[config.mk]
export PLATFORM = sky130hd
export DESIGN_NAME = alu_arbiter
export DESIGN_NICKNAME = d
export VERILOG_FILES = /design/src/rtl/alu_arbiter.sv
export SDC_FILE = /design/constraint.sdc
export NUM_CORES = 1
export LEC_CHECK = 0
export BUFFER_PORTS_ARGS = -buffer_cell sky130_fd_sc_hd__buf_4
export CAP_MARGIN = 5
export CORE_ASPECT_RATIO = 1.5
export CORE_UTILIZATION = 24
export DETAILED_ROUTE_END_ITERATION = 12
export GPL_TIMING_DRIVEN = 1
export MAX_ROUTING_LAYER = met4
export SYNTH_ARGS = -nofsm -noshare
export SYNTH_HDL_FRONTEND = slang
export SYNTH_SLANG_ARGS = --single-unit
[constraint.sdc]
create_clock -name clk -period 4.3 [get_ports clk]
set_clock_uncertainty 0.05 [all_clocks]
set_input_delay 0.43 -clock clk [delete_from_list [all_inputs] [get_ports clk]]
set_output_delay 0.43 -clock clk [all_outputs]
set_load 0.1 [all_outputs]
[src/rtl/alu_arbiter.sv]
// Round-robin arbiter sharing one internal alu between two valid/ready requesters.
// Optional macro ALU_ARB_STATS_EN adds per-requester saturating response counters cnt0/cnt1.
module alu_arbiter #(
  parameter int WIDTH = 32,
  parameter int CNT_W = 16
) (
  input  logic             clk,
  input  logic             rstn,
  input  logic             req0_valid,
  output logic             req0_ready,
  input  logic [WIDTH-1:0] req0_a,
  input  logic [WIDTH-1:0] req0_b,
  input  logic [2:0]       req0_f,
  input  logic             req1_valid,
  output logic             req1_ready,
  input  logic [WIDTH-1:0] req1_a,
  input  logic [WIDTH-1:0] req1_b,
  input  logic [2:0]       req1_f,
  output logic             rsp_valid,
  input  logic             rsp_ready,
  output logic             rsp_id,
  output logic [WIDTH-1:0] rsp_y,
  output logic             rsp_z,
  output logic             rsp_l
`ifdef ALU_ARB_STATS_EN
  ,
  output logic [CNT_W-1:0] cnt0,
  output logic [CNT_W-1:0] cnt1
`endif
);

  typedef enum logic [1:0] {
    IDLE = 2'd0,
    EXEC = 2'd1,
    RESP = 2'd2
  } state_t;

  if (WIDTH < 1 || CNT_W < 1) begin : g_param_check
    $error("alu_arbiter: WIDTH and CNT_W must be positive");
  end

  state_t           state_r;
  state_t           state_s;
  logic             last_id_r;
  logic [WIDTH-1:0] a_r;
  logic [WIDTH-1:0] b_r;
  logic [2:0]       f_r;
  logic             id_r;
  logic             rsp_valid_r;
  logic             rsp_id_r;
  logic [WIDTH-1:0] rsp_y_r;
  logic             rsp_z_r;
  logic             rsp_l_r;
  logic             gnt0_s;
  logic             gnt1_s;
  logic             accept_s;
  logic             rsp_fire_s;
  logic [WIDTH-1:0] alu_y_s;
  logic             alu_z_s;
  logic             alu_l_s;

  alu #(.WIDTH(WIDTH)) u_alu (
    .a (a_r),
    .b (b_r),
    .f (f_r),
    .y (alu_y_s),
    .z (alu_z_s),
    .l (alu_l_s)
  );

  assign rsp_fire_s = rsp_valid_r & rsp_ready;
  // Grants are suppressed while reset is asserted so nothing is accepted in the reset cycle.
  assign req0_ready = gnt0_s & rstn;
  assign req1_ready = gnt1_s & rstn;
  assign accept_s   = req0_ready | req1_ready;

  // Next-state and grant selection; on a tie the port that did not finish last wins.
  always_comb begin
    state_s = state_r;
    gnt0_s  = 1'b0;
    gnt1_s  = 1'b0;
    case (state_r)
      IDLE: begin
        if (req0_valid && req1_valid) begin
          if (last_id_r) begin
            gnt0_s = 1'b1;
          end else begin
            gnt1_s = 1'b1;
          end
          state_s = EXEC;
        end else if (req0_valid) begin
          gnt0_s  = 1'b1;
          state_s = EXEC;
        end else if (req1_valid) begin
          gnt1_s  = 1'b1;
          state_s = EXEC;
        end else begin
          state_s = IDLE;
        end
      end
      EXEC: state_s = RESP;
      RESP: begin
        if (rsp_fire_s) begin
          state_s = IDLE;
        end else begin
          state_s = RESP;
        end
      end
      default: state_s = IDLE;
    endcase
  end

  // State register.
  always_ff @(posedge clk) begin
    if (!rstn) begin
      state_r <= IDLE;
    end else begin
      state_r <= state_s;
    end
  end

  // Operand latch for the granted request.
  always_ff @(posedge clk) begin
    if (!rstn) begin
      a_r  <= '0;
      b_r  <= '0;
      f_r  <= 3'b000;
      id_r <= 1'b0;
    end else if (accept_s) begin
      a_r  <= gnt1_s ? req1_a : req0_a;
      b_r  <= gnt1_s ? req1_b : req0_b;
      f_r  <= gnt1_s ? req1_f : req0_f;
      id_r <= gnt1_s;
    end
  end

  // Response registers; contents stay put after the handshake, only valid drops.
  always_ff @(posedge clk) begin
    if (!rstn) begin
      rsp_valid_r <= 1'b0;
      rsp_id_r    <= 1'b0;
      rsp_y_r     <= '0;
      rsp_z_r     <= 1'b0;
      rsp_l_r     <= 1'b0;
      last_id_r   <= 1'b1;
    end else if (state_r == EXEC) begin
      rsp_valid_r <= 1'b1;
      rsp_id_r    <= id_r;
      rsp_y_r     <= alu_y_s;
      rsp_z_r     <= alu_z_s;
      rsp_l_r     <= alu_l_s;
    end else if (rsp_fire_s) begin
      rsp_valid_r <= 1'b0;
      last_id_r   <= rsp_id_r;
    end
  end

  assign rsp_valid = rsp_valid_r;
  assign rsp_id    = rsp_id_r;
  assign rsp_y     = rsp_y_r;
  assign rsp_z     = rsp_z_r;
  assign rsp_l     = rsp_l_r;

`ifdef ALU_ARB_STATS_EN
  logic [CNT_W-1:0] cnt0_r;
  logic [CNT_W-1:0] cnt1_r;

  // Completed-response counters, saturating at all-ones.
  always_ff @(posedge clk) begin
    if (!rstn) begin
      cnt0_r <= '0;
      cnt1_r <= '0;
    end else if (rsp_fire_s) begin
      if (!rsp_id_r && (cnt0_r != {CNT_W{1'b1}})) begin
        cnt0_r <= cnt0_r + {{(CNT_W-1){1'b0}}, 1'b1};
      end
      if (rsp_id_r && (cnt1_r != {CNT_W{1'b1}})) begin
        cnt1_r <= cnt1_r + {{(CNT_W-1){1'b0}}, 1'b1};
      end
    end
  end

  assign cnt0 = cnt0_r;
  assign cnt1 = cnt1_r;
`endif

endmodule

// Combinational ALU: add/sub/and/or/xor, reserved opcodes yield zero.
module alu #(
  parameter int WIDTH = 32
) (
  input  logic [WIDTH-1:0] a,
  input  logic [WIDTH-1:0] b,
  input  logic [2:0]       f,
  output logic [WIDTH-1:0] y,
  output logic             z,
  output logic             l
);

  function automatic logic [WIDTH-1:0] alu_op(input logic [WIDTH-1:0] op_a,
                                              input logic [WIDTH-1:0] op_b,
                                              input logic [2:0]       op_f);
    logic [WIDTH-1:0] res;
    case (op_f)
      3'b000:  res = op_a + op_b;
      3'b001:  res = op_a - op_b;
      3'b010:  res = op_a & op_b;
      3'b011:  res = op_a | op_b;
      3'b100:  res = op_a ^ op_b;
      default: res = '0;
    endcase
    return res;
  endfunction

  assign y = alu_op(a, b, f);
  assign z = (y == '0);
  assign l = y[WIDTH-1];

endmodule

Word-level counts from Yosys, hierarchy flattened
Cells that the tools add are included.
{ "word_totals": {"regBits": 107, "input_bits": 139, "out_inout_bits": 38} }
{ "classes": {"n_addsub": 2, "eq_ne": 6, "muxes": 20, "bitwise_logic": 8, "reduce_logical": 6} }
{ "ops": {"columns": ["op", "n"], "rows": [
  ["one-hot mux 32 bit (5 select lines)", 1],
  ["two-way mux 32 bit", 2],
  ["adder 32 bit", 1],
  ["AND 32 bit", 1],
  ["logical NOT 32 bit", 1],
  ["bitwise OR 32 bit", 1],
  ["subtractor 32 bit", 1],
  ["XOR 32 bit", 1],
  ["two-way mux 1 bit", 14],
  ["equality test 3 x 2 -> 1 bit (second input constant)", 2],
  ["one-hot mux 2 bit (3 select lines)", 1],
  ["AND 1 bit", 3],
  ["equality test 3 x 1 -> 1 bit (second input constant)", 1],
  ["equality test 3 bit (second input constant)", 1],
  ["logical NOT 3 bit", 1],
  ["two-way mux 3 bit", 1],
  ["equality test 2 x 1 -> 1 bit (second input constant)", 1],
  ["equality test 2 bit (second input constant)", 1],
  ["logical NOT 2 bit", 1],
  ["two-way mux 2 bit", 1],
  ["AND reduction 2 bit", 1],
  ["nonzero test 2 bit", 1],
  ["logical AND 1 bit", 1],
  ["inverter 1 bit", 1],
  ["bitwise OR 1 bit", 1]
]} }

Depth between registers and ports, before layout
Gate-level depths: netlist of the first run.
{ "depth": {"ltp_word": 6, "ltp_mapped": 20, "ltp_nobuf": 19} }

By module
Synthesis of the first run repeated with hierarchy kept, for this count alone.
{ "hier_totals": {"cells_unflattened": 1107, "area_unflattened_um2": 8981.1} }
{ "modules_own_cells": {"columns": ["module", "n_inst", "cells_per_inst", "area_each_um2"], "rows": [
  ["alu_arbiter", 1, 468, 4625.7],
  ["alu", 1, 639, 4355.4]
]} }

Least setup slack after synthesis of the first run
OpenSTA, ideal clock, no wires.
{ "synth_path": {"path_type": "register to register", "startpoint": "register b_r[8]", "endpoint": "register rsp_z_r (netlist: rsp_z)", "setup_time_ps": 84, "arrival_ps": 4471, "required_ps": 4166, "setup_slack_ps": -305, "path_stages_with_launch": 17, "n_path_buf": 1, "synth_period_minus_slack_ps": 4605, "cell_sequence": "dfxtp_1 or4_4 or3_4 nor4_1 a41oi_1 xnor2_1 ha_1 clkbuf_1 nand2_1 o21ai_0 o21ai_0 o31a_1 o32a_1 or4b_1 nor4_1 nand4_1 o31ai_2"} }
{ "synth_between": {"elab_chain_len": 3} }
{ "synth_rtl": {"columns": ["element", "line", "source"], "rows": [
  ["start, declared", "46", "logic [WIDTH-1:0] b_r;"],
  ["start signal, assigned", "131", "b_r <= gnt1_s ? req1_b : req0_b;"],
  ["subtractor 32 bit (tied with other cells)", "207", "3'b001: res = op_a - op_b;"],
  ["one-hot mux 32 bit (5 select lines) (*)", "205", "case (op_f)"],
  ["logical NOT 32 bit (*)", "217", "assign z = (y == '0);"],
  ["end signal, assigned", "150", "rsp_z_r <= alu_z_s;"],
  ["end, declared", "52", "logic rsp_z_r;"]
]} }
Every way passes the cells marked *; elsewhere a longest branch is shown, timed or not.
A chain may end at the register's enable or synchronous reset.

Final worst setup path of the first run
Same ends and word-level chain as after synthesis.

==> results of run 1 <==
## report_power, final
| part | switching, mW | internal, mW | leakage, nW | total, mW |
|---|---|---|---|---|
| clock | 0.409 | 0.515 | 0.160 | 0.923 |
| combinational | 1.54 | 1.14 | 4.34 | 2.68 |
| sequential | 0.110 | 1.09 | 0.873 | 1.20 |
| total | 2.06 | 2.74 | 5.37 | 4.81 |
## cells by family after synthesis
| family | count (synthesis) |
|---|---|
| AO/OA/AOI/OAI | 336 |
| buffers and inverters | 149 |
| AND/OR/NAND/NOR | 294 |
| flip-flops | 106 |
| adder cells (fa/ha/maj) | 97 |
| XOR/XNOR | 44 |
| multiplexers | 73 |
## stage by stage
stage	setup WS [ps]	utilization	setup TNS [ps]	instances	hold slack, ps
after floorplan	9.625	-	0	1099	378.4
after global placement	-241.1	0.3182	-378.4	1812	396.9
after detailed placement	-205.2	0.3182	-302.3	1812	401.7
after CTS	-134.7	0.3283	-134.7	1828	249.0
after global routing	-298.1	0.3320	-492.3	1831	278.1
final	-107.0	0.3320	-107.0	1831	272.4
## worst min-delay path by stage
stage / start / endpoint / slack, ps / depth (start not counted)
floorplan: id_r / rsp_id / 380 / 2
global placement: rsp_y[25] / rsp_y[25] / 400 / 2
detailed placement: id_r / rsp_id / 400 / 2
CTS: rsp_ready / rsp_valid / 250 / 3
global route: rstn / last_id_r / 280 / 2
finish: rsp_ready / rsp_valid / 270 / 3
## cell usage in the layout, fill, tap and decap left out, drive strengths merged, types with 8 or more instances in the layout
master  netlist  routed
or3           8       8
nor4         11      11
a31oi        13      13
a21oi        68      68
a211oi       91      91
xnor2        37      37
o22ai        25      25
mux2i        73      73
nor3         19      19
a21o         11      11
clkbuf       56       9
dfxtp       106     106
inv          74      76
nand4        15      15
o31ai        11      11
o21ai        37      37
nand3        13      13
buf          18     313
nor2        137     137
ha           96      96
nand2        61      61
a22oi        30      30
## sequential cells by signal, indices dropped and copies added, names as in the netlist, 2 cells and up
| register | flops |
|---|---|
| b_r | 32 |
| a_r | 32 |
| state_r | 2 |
| rsp_y | 32 |
| f_r | 3 |
## final cells by class
class                   instances  area [sq um]  share of cell area
clock buffers                   9         225.2             0.01893
clock inverters                 7         100.1            0.008412
inverters                      74         277.8             0.02334
multi-input cells             844          6197              0.5208
flip-flops and latches        106          2122              0.1783
well taps                     478         598.1             0.05026
repair buffers                313          2379              0.1999
## critical path, cell delays in order (launching register included)
cell	delay (ps)
dfxtp_1	310
or4_4	540
or3_4	420
nor4_4	200
buf_4	170
a41oi_1	130
xnor2_1	150
ha_1	340
nand4_1	200
buf_4	140
nor2_1	40
o31a_1	270
o32a_1	370
or4b_4	500
nor4_2	140
nand4_1	130
o31ai_2	210
## routing by layer
layer,track usage,wire length (um),up-vias
met5,-,0,-
met4,0.07414,980,0
met3,0.01896,1077,39
met2,0.2611,13510,202
met1,0.2023,12910,4002
li1,-,-,4532
## timing repair
action / 4_1_cts / 5_1_grt
setup endpoints to repair: 4 / 5
resized for setup: 7 / 29
pin swaps: 0 / 7
buffers inserted: 0 / 3
==> reports/results.tsv, run 1 <==
stage	metric	value	unit
route	antenna viol nets, final	0	
timing	final period utilization	1.025	
synthesis	number of synthesized flops with an enable pin	0	
cells_and_area	ant diodes	0	
synthesis	Yosys reg bits	106	
cells_and_area	layout cells sized above 1	0.2890	
clock_network	CTS root buffer	clkbuf_16	
pwr	Pwr Density	403.8	nW/um^2
timing	normalized max-slew margin	0.2582	
route	vias per cell	4.792	
worst_setup_path	RR Endpoint	rsp_z	
timing	Tmin final	4407	ps
cells_and_area	P&R area growth vs syn	36.15	%
route	iteration count of the initial detailed-routing pass	4	
timing	final setup fails	1	
worst_setup_path	worst flop-to-flop path startpoint	b_r[8]	
synthesis	synth top area cells	dfxtp_1 (24%), ha_1 (14%), mux2i_1 (8.4%)	
synthesis	Primary FF master, synth	dfxtp_1	
cells_and_area	post-route cell area	11900	sq um
clock_network	hold_buf cts	0	
outcome	failing checks	setup timing	
clock_network	Max clock buf depth	2	
worst_setup_path	reg-to-reg setup timing slack	-110	ps
synthesis	Synth top cells by count	nor2_1 (136), dfxtp_1 (106), ha_1 (96)	
cells_and_area	Final nets	1584	
placed_design	PortBufs	176	
run	max-cap viol count	0	
floorplanning	Starting Density	0.2438	
synthesis	Synth Area in Compound Gates	0.2618	
route	Routed WL per cell	15.56	um
synthesis	Post-Synth XOR/XNOR Area	0.04495	
synthesis	mux contribution to synthesized area	0.08361	
clock_network	CTS Buf Count	9	
placed_design	Final GP Congestion	0.8764	
synthesis	post-synthesis sequential area ratio	0.2428	
hold_path	worst hold path class	in2reg	
floorplanning	std cell rows	85	
clock_network	htree depth	3	
pwr	total power	4.805	mW
global_routing	total track usage	0.1629	
timing	fin worst setup slack	-107.0	ps
synthesis	asr flop ratio synth	0	
synthesis	leading area contributor after synthesis	dfxtp_1	
global_routing	global-route wire length before repair	45.50	mm
synthesis	share of the synthesized area in the top cell type	0.2428	
worst_setup_path	Required @ worst endpoint	4560	ps
synthesis	simple-gate portion of the synthesized area	0.1571	
global_routing	Overflow after GRT	0	
route	initial DRC count	376	
placed_design	post-DP HPWL	23.53	mm
clock_network	Worst-path clk slew	70	ps
worst_setup_path	CP Launch Point	b_r[8]	
pwr	worst vdd ir	0.2272	mV
synthesis	Cell variety after synth	71	
clock_network	CTS tree	yes	
timing	Hold Vio Cnt, Final	0	
worst_setup_path	critical path class	reg2reg	
timing	RSZ-0062 raised after global routing	true	
route	Routed WL	28.48	mm
timing	Slew @ Worst Pin	1110	ps
synthesis	main combinational cell family by area after synthesis	compound AO/OA/AOI/OAI gates	
floorplanning	Die H	235.7	um
floorplanning	Core Area	35840	sq um
floorplanning	Die X	157.8	um
worst_setup_path	Worst Path Arrival	4670	ps
timing	Fmax	0.2269	GHz
synthesis	syn nets	1335	
timing	max-slew violations	0	
clock_network	clock sink total	106	
pwr	P_leak	5.374	nW
worst_setup_path	CP endpoint kind	flip-flop	
cells_and_area	fill cell count	3813	
outcome	status	finished with violations	
route	total number of vias	8775	
route	Residual DRC	0	
worst_setup_path	Critical Path Start Type	flip-flop	
global_routing	antenna violations before repair	0	
worst_setup_path	R2R depth	16	
global_routing	pin count of the biggest net entering global routing	136	
synthesis	Synth Instances	1099	
synthesis	Syn Std Cell Area	8740	sq um
synthesis	top-count cell post-synth	nor2_1	
synthesis	Adder-Cell Fraction of Synth Area	0.1397	
synthesis	Ys Warns	0	
clock_network	clk_lat worst skew	390	ps
global_routing	number of global-route vias before repair	8564	
placed_design	Area after DPL	11400	sq um
floorplanning	Die Area	37200	sq um
floorplanning	# IOs	177	
worst_setup_path	Max Fanout on Critical Path	4	
worst_setup_path	Critical Path Sink	rsp_z	
synthesis	syn_area_per_cell	7.952	sq um
Power figures use the tool's default switching activity.
==> run 2, diff against run 1 <==
==> constraint.sdc (replaced) <==
create_clock -name clk -period 5.3 [get_ports clk]
set_clock_uncertainty 0.05 [all_clocks]
set_input_delay 0.53 -clock clk [delete_from_list [all_inputs] [get_ports clk]]
set_output_delay 0.53 -clock clk [all_outputs]
set_load 0.1 [all_outputs]
==> reports/results.tsv, run 2 (synthesis results as in run 1) <==
stage	metric	value	unit
outcome	status	finished, final reports clean	
clock_network	CTS root buffer	clkbuf_16	
global_routing	pin count of the biggest net entering global routing	99	
route	vias per cell	4.859	
pwr	Pwr Density	324.9	nW/um^2
worst_setup_path	Required @ worst endpoint	5540	ps
cells_and_area	ant diodes	0	
global_routing	global-route wire length before repair	44.59	mm
route	Residual DRC	0	
pwr	P_leak	4.821	nW
worst_setup_path	cell at the slowest stage of the critical path	or4_4	
timing	max-slew violations	0	
worst_setup_path	critical path class	reg2reg	
clock_network	CTS Buf Count	9	
timing	final setup fails	0	
cells_and_area	commonest cells after routing, fill and taps aside	buf_4 (206), nor2_1 (135), dfxtp_1 (106)	
worst_setup_path	reg-to-reg setup timing slack	330	ps
route	total number of vias	8372	
worst_setup_path	cell chain of the critical path	or4_4 > or3_4 > nor4_1 > buf_4 > a41oi_1 > xnor2_1 > ha_1 > nand4_1 > a21oi_1 > o21ai_0 > o31a_1 > o32a_1 > or4b_1 > nor4_1 > nand4_1 > o31ai_2	
cells_and_area	Final nets	1477	
cells_and_area	post-route cell area	10890	sq um
floorplanning	Die H	235.7	um
hold_path	worst hold path class	in2reg	
worst_setup_path	crit-path max cell delay	600	ps
worst_setup_path	R2R depth	16	
clock_network	clk_lat worst skew	380	ps
floorplanning	Die Area	37200	sq um
floorplanning	Die X	157.8	um
timing	normalized max-slew margin	0.2496	
timing	Hold Vio Cnt, Final	0	
clock_network	Worst-path clk slew	70	ps
timing	final period utilization	0.9371	
cells_and_area	layout cells sized above 1	0.2008	
floorplanning	Starting Density	0.2438	
timing	Tmin final	4967	ps
cells_and_area	P&R area growth vs syn	24.65	%
clock_network	htree depth	3	
global_routing	antenna violations before repair	0	
timing	Slew @ Worst Pin	1126	ps
worst_setup_path	Max Fanout on Critical Path	7	
worst_setup_path	CP Launch Point	b_r[8]	
pwr	worst vdd ir	0.1600	mV
timing	Setup TNS Final	0	ps
worst_setup_path	Critical Path Sink	rsp_z	
worst_setup_path	CP endpoint kind	flip-flop	
placed_design	PortBufs	176	
placed_design	Final GP Congestion	0.8949	
clock_network	Max clock buf depth	2	
route	initial DRC count	378	
global_routing	number of global-route vias before repair	8137	
route	iteration count of the initial detailed-routing pass	5	
route	Routed WL per cell	16.21	um
global_routing	Overflow after GRT	0	
clock_network	clock sink total	106	
timing	Fmax	0.2013	GHz
run	max-cap viol count	0	
cells_and_area	final core utilization	0.3040	
route	antenna viol nets, final	0	
floorplanning	# IOs	177	
worst_setup_path	Critical Path Start Type	flip-flop	
worst_setup_path	Worst Path Arrival	5210	ps
route	Routed WL	27.93	mm
worst_setup_path	RR Endpoint	rsp_z	
timing	RSZ-0062 raised after global routing	false	
cells_and_area	most common library cell in the layout ignoring fill and taps	buf_4	
clock_network	CTS tree	yes	
floorplanning	Core Area	35840	sq um
worst_setup_path	worst flop-to-flop path startpoint	b_r[8]	
floorplanning	std cell rows	85	
global_routing	total track usage	0.1590	
placed_design	Area after DPL	10580	sq um
placed_design	post-DP HPWL	22.46	mm
## run 2: changes by cell type in the layout (fill, tap and decap cells not counted), sizes merged
cell    delta
bufinv     -1
buf      -107
clkinv     -2
inv        -1
clkbuf     +3
## run 2: cell type report
class | count | area, sq um
clock inverter | 3 | 47.55
sequential | 106 | 2122
tap | 478 | 598.1
fill | 3799 | 24950
clock buffer | 12 | 256.5
timing repair buffer | 206 | 1546
inverter | 74 | 277.8
multi-input combinational | 844 | 6046
## run 2: through the flow
stage                     setup slack (ps)  power, mW  hold slack, ps  instances
after floorplan                      694.6      2.326           378.4       1099
after global placement               218.6      2.830           390.4       1707
after detailed placement             196.3      2.851           397.2       1707
after CTS                            170.1      3.578           356.9       1722
after global routing                 15.78      3.802           372.9       1723
final                                333.3      3.540           376.1       1723
## run 2: power by group
group          internal, mW  switching, mW
combinational         0.681           1.16
sequential            0.886         0.0996
clock                 0.392          0.317
total                  1.96           1.58
## run 2: critical path: cells and delay by family (launching register included)
kind	cells	cell delay, ps
adder cells (fa/ha/maj)	1	420
buffers and inverters	1	200
XOR/XNOR	1	150
AO/OA/AOI/OAI	6	1230
AND/OR/NAND/NOR	7	2450
flip-flops	1	370
## run 2: timing repair
action / CTS / global route
hold buffers: 0 / 0
gates resized for setup: 0 / 2
setup endpoints to repair: 0 / 1
setup buffers: 0 / 1
## run 2: how the worst min path moves through the flow
stage | startpoint | endpoint | cells past startpoint
floorplan | id_r | rsp_id | 2
global placement | id_r | rsp_id | 2
detailed placement | id_r | rsp_id | 2
CTS | rsp_ready | last_id_r | 3
global route | rstn | last_id_r | 2
finish | rstn | last_id_r | 2
## run 2: per-layer routing
layer	track usage	vias up	wire (um)
met2	0.2544	201	13110
met5	-	-	0
met1	0.2000	3836	13000
li1	-	4301	-
met4	0.07061	0	863
met3	0.01602	34	959
==> run 3, diff against run 2 <==
--- a/config.mk
+++ b/config.mk
@@ -9,6 +9,7 @@
 export CAP_MARGIN = 5
 export CORE_ASPECT_RATIO = 1.5
 export CORE_UTILIZATION = 24
+export CTS_BUF_LIST = sky130_fd_sc_hd__clkbuf_8
 export DETAILED_ROUTE_END_ITERATION = 12
 export GPL_TIMING_DRIVEN = 1
 export MAX_ROUTING_LAYER = met4
==> reports/results.tsv, run 3 (synthesis results as in run 1) <==
stage	metric	value	unit
worst_setup_path	Max Fanout on Critical Path	7	
route	iteration count of the initial detailed-routing pass	4	
pwr	Logic pwr share	0.548	
worst_setup_path	critical path class	reg2reg	
cells_and_area	layout cells sized above 1	0.2008	
timing	Fmax	0.2016	GHz
global_routing	total track usage	0.1578	
timing	Tmin final	4960	ps
floorplanning	# IOs	177	
worst_setup_path	Worst Path Arrival	5250	ps
placed_design	Final GP Congestion	0.8949	
timing	final period utilization	0.9358	
worst_setup_path	cell chain of the critical path	or4_4 > or3_4 > nor4_1 > buf_4 > a41oi_1 > xnor2_1 > ha_1 > nand4_1 > a21oi_1 > o21ai_0 > o31a_1 > o32a_1 > or4b_1 > nor4_1 > nand4_1 > o31ai_2	
clock_network	hold_buf cts	0	
pwr	worst vdd ir	0.1120	mV
floorplanning	Die Area	37200	sq um
cells_and_area	fill cell count	3808	
floorplanning	std cell rows	85	
hold_path	worst hold path class	in2reg	
route	Residual DRC	0	
timing	final setup fails	0	
global_routing	pin count of the biggest net entering global routing	99	
route	initial DRC count	374	
clock_network	CTS Buf Count	9	
floorplanning	Die X	157.8	um
timing	max-slew violations	0	
route	total number of vias	8390	
global_routing	number of global-route vias before repair	8124	
floorplanning	Core Area	35840	sq um
run	max-cap viol count	0	
timing	normalized max-slew margin	0.2508	
pwr	cell internal pwr	1.809	mW
outcome	status	finished, final reports clean	
worst_setup_path	Required @ worst endpoint	5590	ps
pwr	Sw Pwr	1.556	mW
clock_network	CTS tree	yes	
route	antenna viol nets, final	0	
pwr	switching share of power	0.4625	
pwr	total power	3.365	mW
timing	Slew @ Worst Pin	1124	ps
route	vias per cell	4.867	
placed_design	PortBufs	176	
global_routing	Overflow after GRT	0	
route	Routed WL per cell	16.11	um
clock_network	htree depth	3	
global_routing	antenna violations before repair	1	
cells_and_area	commonest cells after routing, fill and taps aside	buf_4 (206), nor2_1 (135), dfxtp_1 (106)	
worst_setup_path	CP endpoint kind	flip-flop	
worst_setup_path	cell at the slowest stage of the critical path	or4_4	
pwr	Clk pwr share	0.160	
clock_network	clock sink total	106	
pwr	P_leak	4.779	nW
clock_network	Max clock buf depth	2	
route	Routed WL	27.77	mm
global_routing	global-route wire length before repair	44.42	mm
timing	Hold Vio Cnt, Final	0	
worst_setup_path	crit-path max cell delay	590	ps
cells_and_area	most common library cell in the layout ignoring fill and taps	buf_4	
placed_design	post-DP HPWL	22.46	mm
clock_network	clk_lat worst skew	430	ps
cells_and_area	P&R area growth vs syn	23.52	%
cells_and_area	Final nets	1477	
clock_network	CTS root buffer	clkbuf_8	
pwr	sequential power share	0.293	
pwr	Pwr Density	311.7	nW/um^2
worst_setup_path	Critical Path Start Type	flip-flop	
clock_network	Worst-path clk slew	100	ps
timing	RSZ-0062 raised after global routing	false	
floorplanning	Starting Density	0.2438	
floorplanning	Die H	235.7	um
timing	Setup TNS Final	0	ps
run 3: cell count changes in the layout (fill, tap and decap cells not counted), sizes merged:
cell and delta:
clkbuf -1, diode +1, inv +1
run 3: layer usage:
layer  track usage  vias to the layer above  part of all wire
met2        0.2530                      202              0.47
met3       0.01454                       38             0.033
li1              -                     4299                 -
met1        0.1999                     3851              0.46
met4       0.06737                        0             0.031
met5             -                        -                 0
run 3: power groups by stage:
stage          Clock (mW)  Combinational [mW]  Sequential, mW
5_1_grt             0.589                2.03            1.00
2_1_floorplan           0                1.12            1.20
3_5_place_dp            0                1.85            1.00
4_1_cts             0.561                1.85           0.986
3_3_place_gp            0                1.83            1.00
6_report            0.537                1.84           0.985
run 3: repair_timing:
| action | in CTS | in global routing |
|---|---|---|
| endpoints found under the setup margin | 0 | 1 |
| setup buffers | 0 | 1 |
| gates resized for setup | 0 | 2 |
run 3: area by class of cell:
type	count	area, sq um	share of cell area
repair buffers	206	1546	0.1433
clock buffers	11	151.4	0.01402
inverters	74	277.8	0.02573
clock inverters	4	51.30	0.004752
flip-flops and latches	106	2122	0.1966
diodes	1	2.502	0.0002318
multi-input cells	844	6046	0.5600
well taps	478	598.1	0.05540
run 3: through the flow:
stage	instances	setup slack, ps	utilization	hold slack [ps]	instance area, sq um
2_1_floorplan	1099	694.6	-	378.4	8740
3_3_place_gp	1707	218.6	0.2951	390.4	10580
3_5_place_dp	1707	196.3	0.2951	397.2	10580
4_1_cts	1722	160.8	0.3007	303.8	10780
5_1_grt	1724	6.620	0.3012	323.1	10800
6_report	1724	340.3	0.3012	327.5	10800
run 3: final timing paths:
kind / from / end / slack [ps] / depth (start not counted)
worst min-delay path: rstn / last_id_r / 330 / 2
worst max register to register: b_r[8] / rsp_z / 340 / 16
worst max-delay path: b_r[8] / rsp_z / 340 / 16
worst min register to register: id_r / rsp_id / 410 / 2
run 3: critical path, delay by kind of cell (launching register included):
kind,cells,cell delay (ps)
buffers and inverters,1,200
XOR/XNOR,1,160
adder cells (fa/ha/maj),1,410
AO/OA/AOI/OAI,6,1240
AND/OR/NAND/NOR,7,2440
flip-flops,1,380
